`config.mk`:
```
export PLATFORM = sky130hd
export DESIGN_NAME = rsp_fifo_sync_flat
export DESIGN_NICKNAME = d
export VERILOG_FILES = /design/src/rtl/rsp_fifo_sync_pkg.sv /design/src/rtl/rsp_fifo_sync_if.sv /design/src/rtl/rsp_fifo_sync_ram.sv /design/src/rtl/rsp_fifo_sync.sv /design/src/flat_wrapper.sv
export SDC_FILE = /design/constraint.sdc
export NUM_CORES = 2
export LEC_CHECK = 0
export CAP_MARGIN = 20
export CORE_ASPECT_RATIO = 1.75
export CORE_MARGIN = 2
export CORE_UTILIZATION = 40
export CTS_CLUSTER_SIZE = 16
export DETAILED_ROUTE_END_ITERATION = 6
export PLACE_DENSITY_LB_ADDON = 0.3
export SYNTH_ARGS = -nofsm -noshare
export SYNTH_HDL_FRONTEND = slang
export SYNTH_SLANG_ARGS = --single-unit
```
`constraint.sdc`:
```
create_clock -name clk -period 15.2 [get_ports clk]
set_input_delay 3.04 -clock clk [delete_from_list [all_inputs] [get_ports clk]]
set_output_delay 3.04 -clock clk [all_outputs]
set_load 0.02 [all_outputs]
```
`src/rtl/rsp_fifo_sync_pkg.sv`:
```
// ---------------------------------------------------------------------------
// rsp_fifo_pkg
// Shared helpers for the response FIFO: a clog2 function, width helpers for
// the address and level fields, and a legality check on the parameter set.
// Widths depend on each instance's DEPTH, so they are provided as constant
// functions. Modules turn them into their own localparams.
// ---------------------------------------------------------------------------
package rsp_fifo_pkg;

  localparam int DEFAULT_DATA_W = 128;
  localparam int DEFAULT_DEPTH  = 16;

  // Ceiling log2. For values of 1 or less the result is 0.
  function automatic int clog2(input int value);
    int result;
    int rem;
    result = 0;
    rem    = value - 1;
    while (rem > 0) begin
      result = result + 1;
      rem    = rem >> 1;
    end
    return result;
  endfunction

  // The address field indexes the storage array.
  function automatic int addr_w(input int depth);
    return clog2(depth);
  endfunction

  // Pointers and the level carry one more bit than the address. The level
  // must hold the values 0 through DEPTH.
  function automatic int level_w(input int depth);
    return clog2(depth) + 1;
  endfunction

  // Wrap-bit pointer arithmetic is only correct for a power-of-two depth.
  function automatic bit params_ok(input int depth, input int afull_thr);
    return (depth >= 2) && ((depth & (depth - 1)) == 0) &&
           (afull_thr >= 1) && (afull_thr <= depth);
  endfunction

endpackage

```
`src/rtl/rsp_fifo_sync_if.sv`:
```
// ---------------------------------------------------------------------------
// rsp_fifo_sync_if
// Bundles the producer-side and consumer-side handshakes of the response
// FIFO, together with its status outputs.
//   io_push_valid / io_push_ready / io_push_rsp_data : producer side
//   io_pop_valid  / io_pop_ready  / io_pop_rsp_data  : consumer side (show-ahead)
//   io_level       : current entry count, 0..DEPTH
//   io_almost_full : io_level >= AFULL_THR
// The slave modport is the FIFO. The master modport is the combined
// producer and consumer environment.
// ---------------------------------------------------------------------------
interface rsp_fifo_sync_if
  import rsp_fifo_pkg::*;
#(
  parameter int DATA_W = DEFAULT_DATA_W,
  parameter int DEPTH  = DEFAULT_DEPTH
);

  logic                        io_push_valid;
  logic                        io_push_ready;
  logic [DATA_W-1:0]           io_push_rsp_data;
  logic                        io_pop_valid;
  logic                        io_pop_ready;
  logic [DATA_W-1:0]           io_pop_rsp_data;
  logic [level_w(DEPTH)-1:0]   io_level;
  logic                        io_almost_full;

  modport slave (
    input  io_push_valid, io_push_rsp_data, io_pop_ready,
    output io_push_ready, io_pop_valid, io_pop_rsp_data, io_level, io_almost_full
  );

  modport master (
    output io_push_valid, io_push_rsp_data, io_pop_ready,
    input  io_push_ready, io_pop_valid, io_pop_rsp_data, io_level, io_almost_full
  );

endinterface

```
`src/rtl/rsp_fifo_sync_ram.sv`:
```
// ---------------------------------------------------------------------------
// rsp_fifo_ram
// DEPTH x DATA_W storage array. It has one synchronous write port and one
// asynchronous read port. The array has no reset, so it can map onto
// distributed RAM or a plain register file.
//   clk   : write clock
//   we    : write enable
//   waddr : write address
//   wdata : write data
//   raddr : read address
//   rdata : read data, combinational from raddr
// ---------------------------------------------------------------------------
module rsp_fifo_ram
  import rsp_fifo_pkg::*;
#(
  parameter int DATA_W = DEFAULT_DATA_W,
  parameter int DEPTH  = DEFAULT_DEPTH,
  parameter int ADDR_W = addr_w(DEPTH)
) (
  input  logic              clk,
  input  logic              we,
  input  logic [ADDR_W-1:0] waddr,
  input  logic [DATA_W-1:0] wdata,
  input  logic [ADDR_W-1:0] raddr,
  output logic [DATA_W-1:0] rdata
);

  logic [DATA_W-1:0] mem [DEPTH];

  always_ff @(posedge clk) begin
    if (we) begin
      mem[waddr] <= wdata;
    end
  end

  assign rdata = mem[raddr];

endmodule

```
`src/rtl/rsp_fifo_sync.sv`:
```
// ---------------------------------------------------------------------------
// rsp_fifo_sync
// Single-clock, show-ahead response FIFO with a parametrised width and depth.
// It also reports the fill level and an almost-full flag.
//   clk  : sole clock, rising edge
//   rstn : asynchronous active-low reset; clears both pointers
//   bus  : rsp_fifo_sync_if.slave (push and pop handshakes, level, almost full)
// Optional feature, macro RSP_FIFO_BYPASS_EN: when the FIFO is empty, a
// producer beat is shown directly on the pop side. If the consumer takes the
// beat in that same cycle, the beat is never written into storage.
// ---------------------------------------------------------------------------
module rsp_fifo_sync
  import rsp_fifo_pkg::*;
#(
  parameter int DATA_W    = DEFAULT_DATA_W,
  parameter int DEPTH     = DEFAULT_DEPTH,
  parameter int AFULL_THR = DEPTH - 2
) (
  input  logic            clk,
  input  logic            rstn,
  rsp_fifo_sync_if.slave  bus
);

  localparam int ADDR_W = addr_w(DEPTH);
  localparam int LVL_W  = level_w(DEPTH);

  if (!params_ok(DEPTH, AFULL_THR)) begin : g_param_check
    $error("rsp_fifo_sync: DEPTH must be a power of two >= 2 and AFULL_THR within 1..DEPTH");
  end

  logic [ADDR_W:0]   wr_ptr;
  logic [ADDR_W:0]   rd_ptr;
  logic [LVL_W-1:0]  level;
  logic              full;
  logic              empty;
  logic              push_fire;
  logic              pop_fire;
  logic              wr_en;
  logic              rd_adv;
  logic [DATA_W-1:0] ram_rdata;

  // The MSB of each pointer is a wrap bit. Equal addresses with different
  // wrap bits mean the writer is a full lap ahead of the reader.
  assign full  = (wr_ptr[ADDR_W-1:0] == rd_ptr[ADDR_W-1:0]) &&
                 (wr_ptr[ADDR_W] != rd_ptr[ADDR_W]);
  assign empty = (wr_ptr == rd_ptr);
  assign level = wr_ptr - rd_ptr;

  // push_ready depends only on registered state. A full FIFO therefore
  // refuses a push even when a pop happens in the same cycle.
  assign bus.io_push_ready  = !full;
  assign bus.io_level       = level;
  assign bus.io_almost_full = (level >= LVL_W'(AFULL_THR));

  assign push_fire = bus.io_push_valid & bus.io_push_ready;
  assign pop_fire  = bus.io_pop_valid & bus.io_pop_ready;

`ifdef RSP_FIFO_BYPASS_EN
  logic bypass;

  // Empty FIFO with a beat offered: hand the beat straight to the consumer.
  // The write is suppressed only when the consumer takes the beat now.
  // The read pointer only advances for beats that were actually stored.
  assign bypass              = empty & bus.io_push_valid;
  assign bus.io_pop_valid    = !empty | bus.io_push_valid;
  assign bus.io_pop_rsp_data = empty ? bus.io_push_rsp_data : ram_rdata;
  assign wr_en               = push_fire & !(bypass & bus.io_pop_ready);
  assign rd_adv              = pop_fire & !empty;
`else
  assign bus.io_pop_valid    = !empty;
  assign bus.io_pop_rsp_data = ram_rdata;
  assign wr_en               = push_fire;
  assign rd_adv              = pop_fire;
`endif

  // The pointers wrap naturally at 2*DEPTH. The level is their difference,
  // so no separate counter is kept.
  always_ff @(posedge clk or negedge rstn) begin
    if (!rstn) begin
      wr_ptr <= '0;
      rd_ptr <= '0;
    end else begin
      if (wr_en) begin
        wr_ptr <= wr_ptr + (ADDR_W + 1)'(1);
      end
      if (rd_adv) begin
        rd_ptr <= rd_ptr + (ADDR_W + 1)'(1);
      end
    end
  end

  rsp_fifo_ram #(
    .DATA_W (DATA_W),
    .DEPTH  (DEPTH),
    .ADDR_W (ADDR_W)
  ) u_ram (
    .clk   (clk),
    .we    (wr_en),
    .waddr (wr_ptr[ADDR_W-1:0]),
    .wdata (bus.io_push_rsp_data),
    .raddr (rd_ptr[ADDR_W-1:0]),
    .rdata (ram_rdata)
  );

endmodule
```
`src/flat_wrapper.sv`:
```
// flat-port wrapper written by rule: the top's interface ports become plain ports
module rsp_fifo_sync_flat import rsp_fifo_pkg::*;
#(
  parameter int DATA_W    = DEFAULT_DATA_W,
  parameter int DEPTH     = DEFAULT_DEPTH,
  parameter int AFULL_THR = DEPTH - 2
)
  (clk, rstn, bus_io_push_valid, bus_io_push_rsp_data, bus_io_pop_ready, bus_io_push_ready, bus_io_pop_valid, bus_io_pop_rsp_data, bus_io_level, bus_io_almost_full);
  rsp_fifo_sync_if #(.DATA_W(DATA_W), .DEPTH(DEPTH)) bus_i ();
  input  logic clk;
  input  logic rstn;
  input wire logic [$bits(bus_i.io_push_valid)-1:0] bus_io_push_valid;
  input wire logic [$bits(bus_i.io_push_rsp_data)-1:0] bus_io_push_rsp_data;
  input wire logic [$bits(bus_i.io_pop_ready)-1:0] bus_io_pop_ready;
  output wire logic [$bits(bus_i.io_push_ready)-1:0] bus_io_push_ready;
  output wire logic [$bits(bus_i.io_pop_valid)-1:0] bus_io_pop_valid;
  output wire logic [$bits(bus_i.io_pop_rsp_data)-1:0] bus_io_pop_rsp_data;
  output wire logic [$bits(bus_i.io_level)-1:0] bus_io_level;
  output wire logic [$bits(bus_i.io_almost_full)-1:0] bus_io_almost_full;
  assign bus_i.io_push_valid = bus_io_push_valid;
  assign bus_i.io_push_rsp_data = bus_io_push_rsp_data;
  assign bus_i.io_pop_ready = bus_io_pop_ready;
  assign bus_io_push_ready = bus_i.io_push_ready;
  assign bus_io_pop_valid = bus_i.io_pop_valid;
  assign bus_io_pop_rsp_data = bus_i.io_pop_rsp_data;
  assign bus_io_level = bus_i.io_level;
  assign bus_io_almost_full = bus_i.io_almost_full;
  rsp_fifo_sync #(.DATA_W(DATA_W), .DEPTH(DEPTH), .AFULL_THR(AFULL_THR)) u_core (.clk(clk), .rstn(rstn), .bus(bus_i));
endmodule
```
==> flow_summary.yaml <==
synthesis:
  synth_area_leader_cell: "edfxtp_1"
  avgSynthCellArea_sq_um: 22.5
  synth.mux.area_fraction_pct: 15.9
  seq_area_frac_synth_pct: 78.5
  netlist_instances: 3492
  synth_xor_area_share_pct: 0.134
  yosysWarnings: 0
  synth_simple_gate_area_share_pct: 0.231
  synth-compound-area-share_pct: 3.54
  synth_top_family_by_area: "multiplexers"
  synth_top_cell_area_share_pct: 78.2
  synth_area_leaders: "edfxtp_1, mux4_2, mux2i_1, a32oi_1, a22oi_1"
  synthAdderAreaFrac_pct: 0.169
  netlist-cell-type-count: 37
  mappedNetlistArea_sq_um: 78700
  ys_ff_latch: 2058
  synth_nets: 3634
detailed_routing:
  via_count: 37400
  ant_nets: 0
  drcViolationCount: 1
  vias_per_cell: 5.69
  wl_per_cell_um: 30.0
  firstDrtPassIters: 7
  drt_iter0_markers: 3497
  drt-total-wl_um: 198000
hold_path:
  min_path_type: "reg -> reg"
floorplan:
  die_x_um: 339
  initial_core_util_pct: 40.2
  core_area_sq_um: 196000
  core.rowCount: 215
  pin_count: 268
  dieArea_sq_um: 200000
  die_h_um: 591
placed_design:
  placed_area_sq_um: 84300
  io_buffers: 267
  routabilityCongestion: 0.700
  place_hpwl_um: 95800
power:
  irDropWorstVdd_mv: 0.245
  leakage_nw: 28.3
  power_density_nw_per_um2: 195
critical_path:
  critPathTopFamily: "buffers and inverters"
  max_stage_delay_ps: 840
  cp_num_buf_inv: 4
  crit_path_start_kind: "register"
  worst_path_max_delay_cell: "buf_4"
  critPathRequiredTime_ps: 12160
  crit_arrival_ps: 5850
  ff2ff_setup_slack_ps: 8910
  path_common_cell: "buf_4"
  cp_max_fo: 45
  crit_chain: "buf_4 -> buf_4 -> buf_4 -> mux4_2 -> a32oi_1 -> o21ai_1 -> clkdlybuf4s50_1"
  path_class: "reg -> out"
  worst_setup_path_end_kind: "output pin"
final_layout:
  final_area_sq_um: 90300
  nFillCells: 16400
  drive_gt1_share_pct: 18.7
  area_delta_synth_final_pct: 14.7
  nets: 3969
  layout_common_cells: "edfxtp_1, mux2i_1, mux4_2, clkdlybuf4s50_1, clkbuf_16"
  layout_commonest_cell: "edfxtp_1"
flow_run:
  maxCapViolCount: 0
timing:
  worstMarginPinSlew_ps: 1180
  finalSetupViolCount: 0
  period_share_pct: 58.5
  rsz0062_at_grt: "no"
  timing.final.max_slew_violations: 0
  skew_ps: 36.8
  layout_min_cycle_time_ps: 8890
  setup_tns_ps: 0
  max_freq_ghz: 0.113
  finalHoldViolations: 0
  slew_headroom_pct: 21.6
run_status:
  status: "finished, violations left"
  violations: "DRC"
cts:
  path_clk_slew_ps: 60
  cts_tree: "done"
  cts_sinks: 2058
  postCtsSetupRepairBufs: 0
  root_buffer: "clkbuf_16"
  post_cts_resized: 0
  cts_buffers: 191
  cts.path.max_buffers: 4
  htree_levels: 4
  clk_latency_ps: 810
  cts_hold_buf: 0
global_routing:
  grt_pass1_wl_um: 282000
  grt_pass1_vias: 39600
  grt_util_all_layers_pct: 19.5
  antenna_found_initial: 34
  grt_max_degree: 137
  grt_overflow_total: 0
[final cells by class]
| type | instances | area (sq um) | area share, % |
|---|---|---|---|
| diodes | 11 | 27.5 | 0.0305 |
| clock buffers | 226 | 5060 | 5.60 |
| clock inverters | 106 | 881 | 0.976 |
| inverters | 10 | 57.6 | 0.0638 |
| multi-input cells | 1222 | 15800 | 17.5 |
| flip-flops and latches | 2058 | 61800 | 68.4 |
| well taps | 2604 | 3260 | 3.61 |
| repair buffers | 344 | 3400 | 3.76 |
[path summary, 6_finish.rpt]
path,startpoint,to,depth (start not counted)
max,u_core.rd_ptr[0],bus_io_pop_rsp_data[76],7
min,u_core.wr_ptr[4],u_core.wr_ptr[4],1
max reg2reg,u_core.rd_ptr[3],u_core.u_ram.mem[12][50],9
min reg2reg,u_core.wr_ptr[4],u_core.wr_ptr[4],1
max in group asynchronous,rstn,u_core.rd_ptr[3],1
min in group asynchronous,rstn,u_core.wr_ptr[4],1
[synthesized netlist by cell type]
cell      number
nor3b_1        1
a32oi_1      128
a21boi_0       1
o31ai_1        1
nand4_1        3
xnor2_1        9
buf_1          7
o21ai_1      128
fa_1           1
nand2b_1       2
ha_1           9
nor2b_1        2
mux4_2       379
buf_4         12
nand3_1        1
clkbuf_1      55
buf_6         33
buf_8          1
edfxtp_1    2048
nor2_1        13
nand2_1       11
a22oi_1      128
a21o_1         1
dfrtp_1       10
and4_1         1
mux2i_1      384
and2_1         1
clkinv_1       1
a21boi_2       1
a21boi_1       1
xor2_1         3
inv_1          9
mux4_1         5
o21ai_0        3
nor3_1         4
buf_2         94
a21oi_1        1
[logic make-up after synthesis]
logic type                 after synthesis
adders and majority gates               10
muxes                                  768
xor gates and xnor gates                12
DFF                                   2058
and+or+nand+nor                         39
buffers and inverters                  212
AOI/OAI and AO/OA                      393
[sequential cells by signal, indices dropped and copies added, names as in the netlist]
name,count
u_core.u_ram.mem,2048
u_core.wr_ptr,5
u_core.rd_ptr,5
[report_power, final]
group	internal [mW]	switching, mW
Combinational	2.41	3.53
Sequential	6.83	0.191
Clock	2.62	2.02
[through the flow]
stage / total power, mW / hold WS, ps / setup WS [ps] / utilization [%] / cells
after global placement: 13.2 / 529 / 6940 / 43.0 / 6235
after floorplan: 10.9 / 502 / 2270 / - / 3492
after global routing: 18.3 / 565 / 5800 / 46.1 / 6571
after CTS: 17.9 / 547 / 6010 / 46.1 / 6569
final: 17.6 / 545 / 6310 / 46.1 / 6581
after detailed placement: 13.2 / 525 / 6930 / 43.0 / 6237
[metal layers]
| layer | wire length [um] | track usage, % | vias up | part of all wire [%] |
|---|---|---|---|---|
| met3 | 12600 | 3.90 | 306 | 6.4 |
| met5 | 223 | 0 | - | 0.11 |
| met4 | 4490 | 5.19 | 38 | 2.3 |
| met1 | 81500 | 25.7 | 20300 | 41 |
| met2 | 98800 | 33.0 | 1184 | 50 |
| li1 | - | - | 15600 | - |
(Power assumes the default switching activity.)
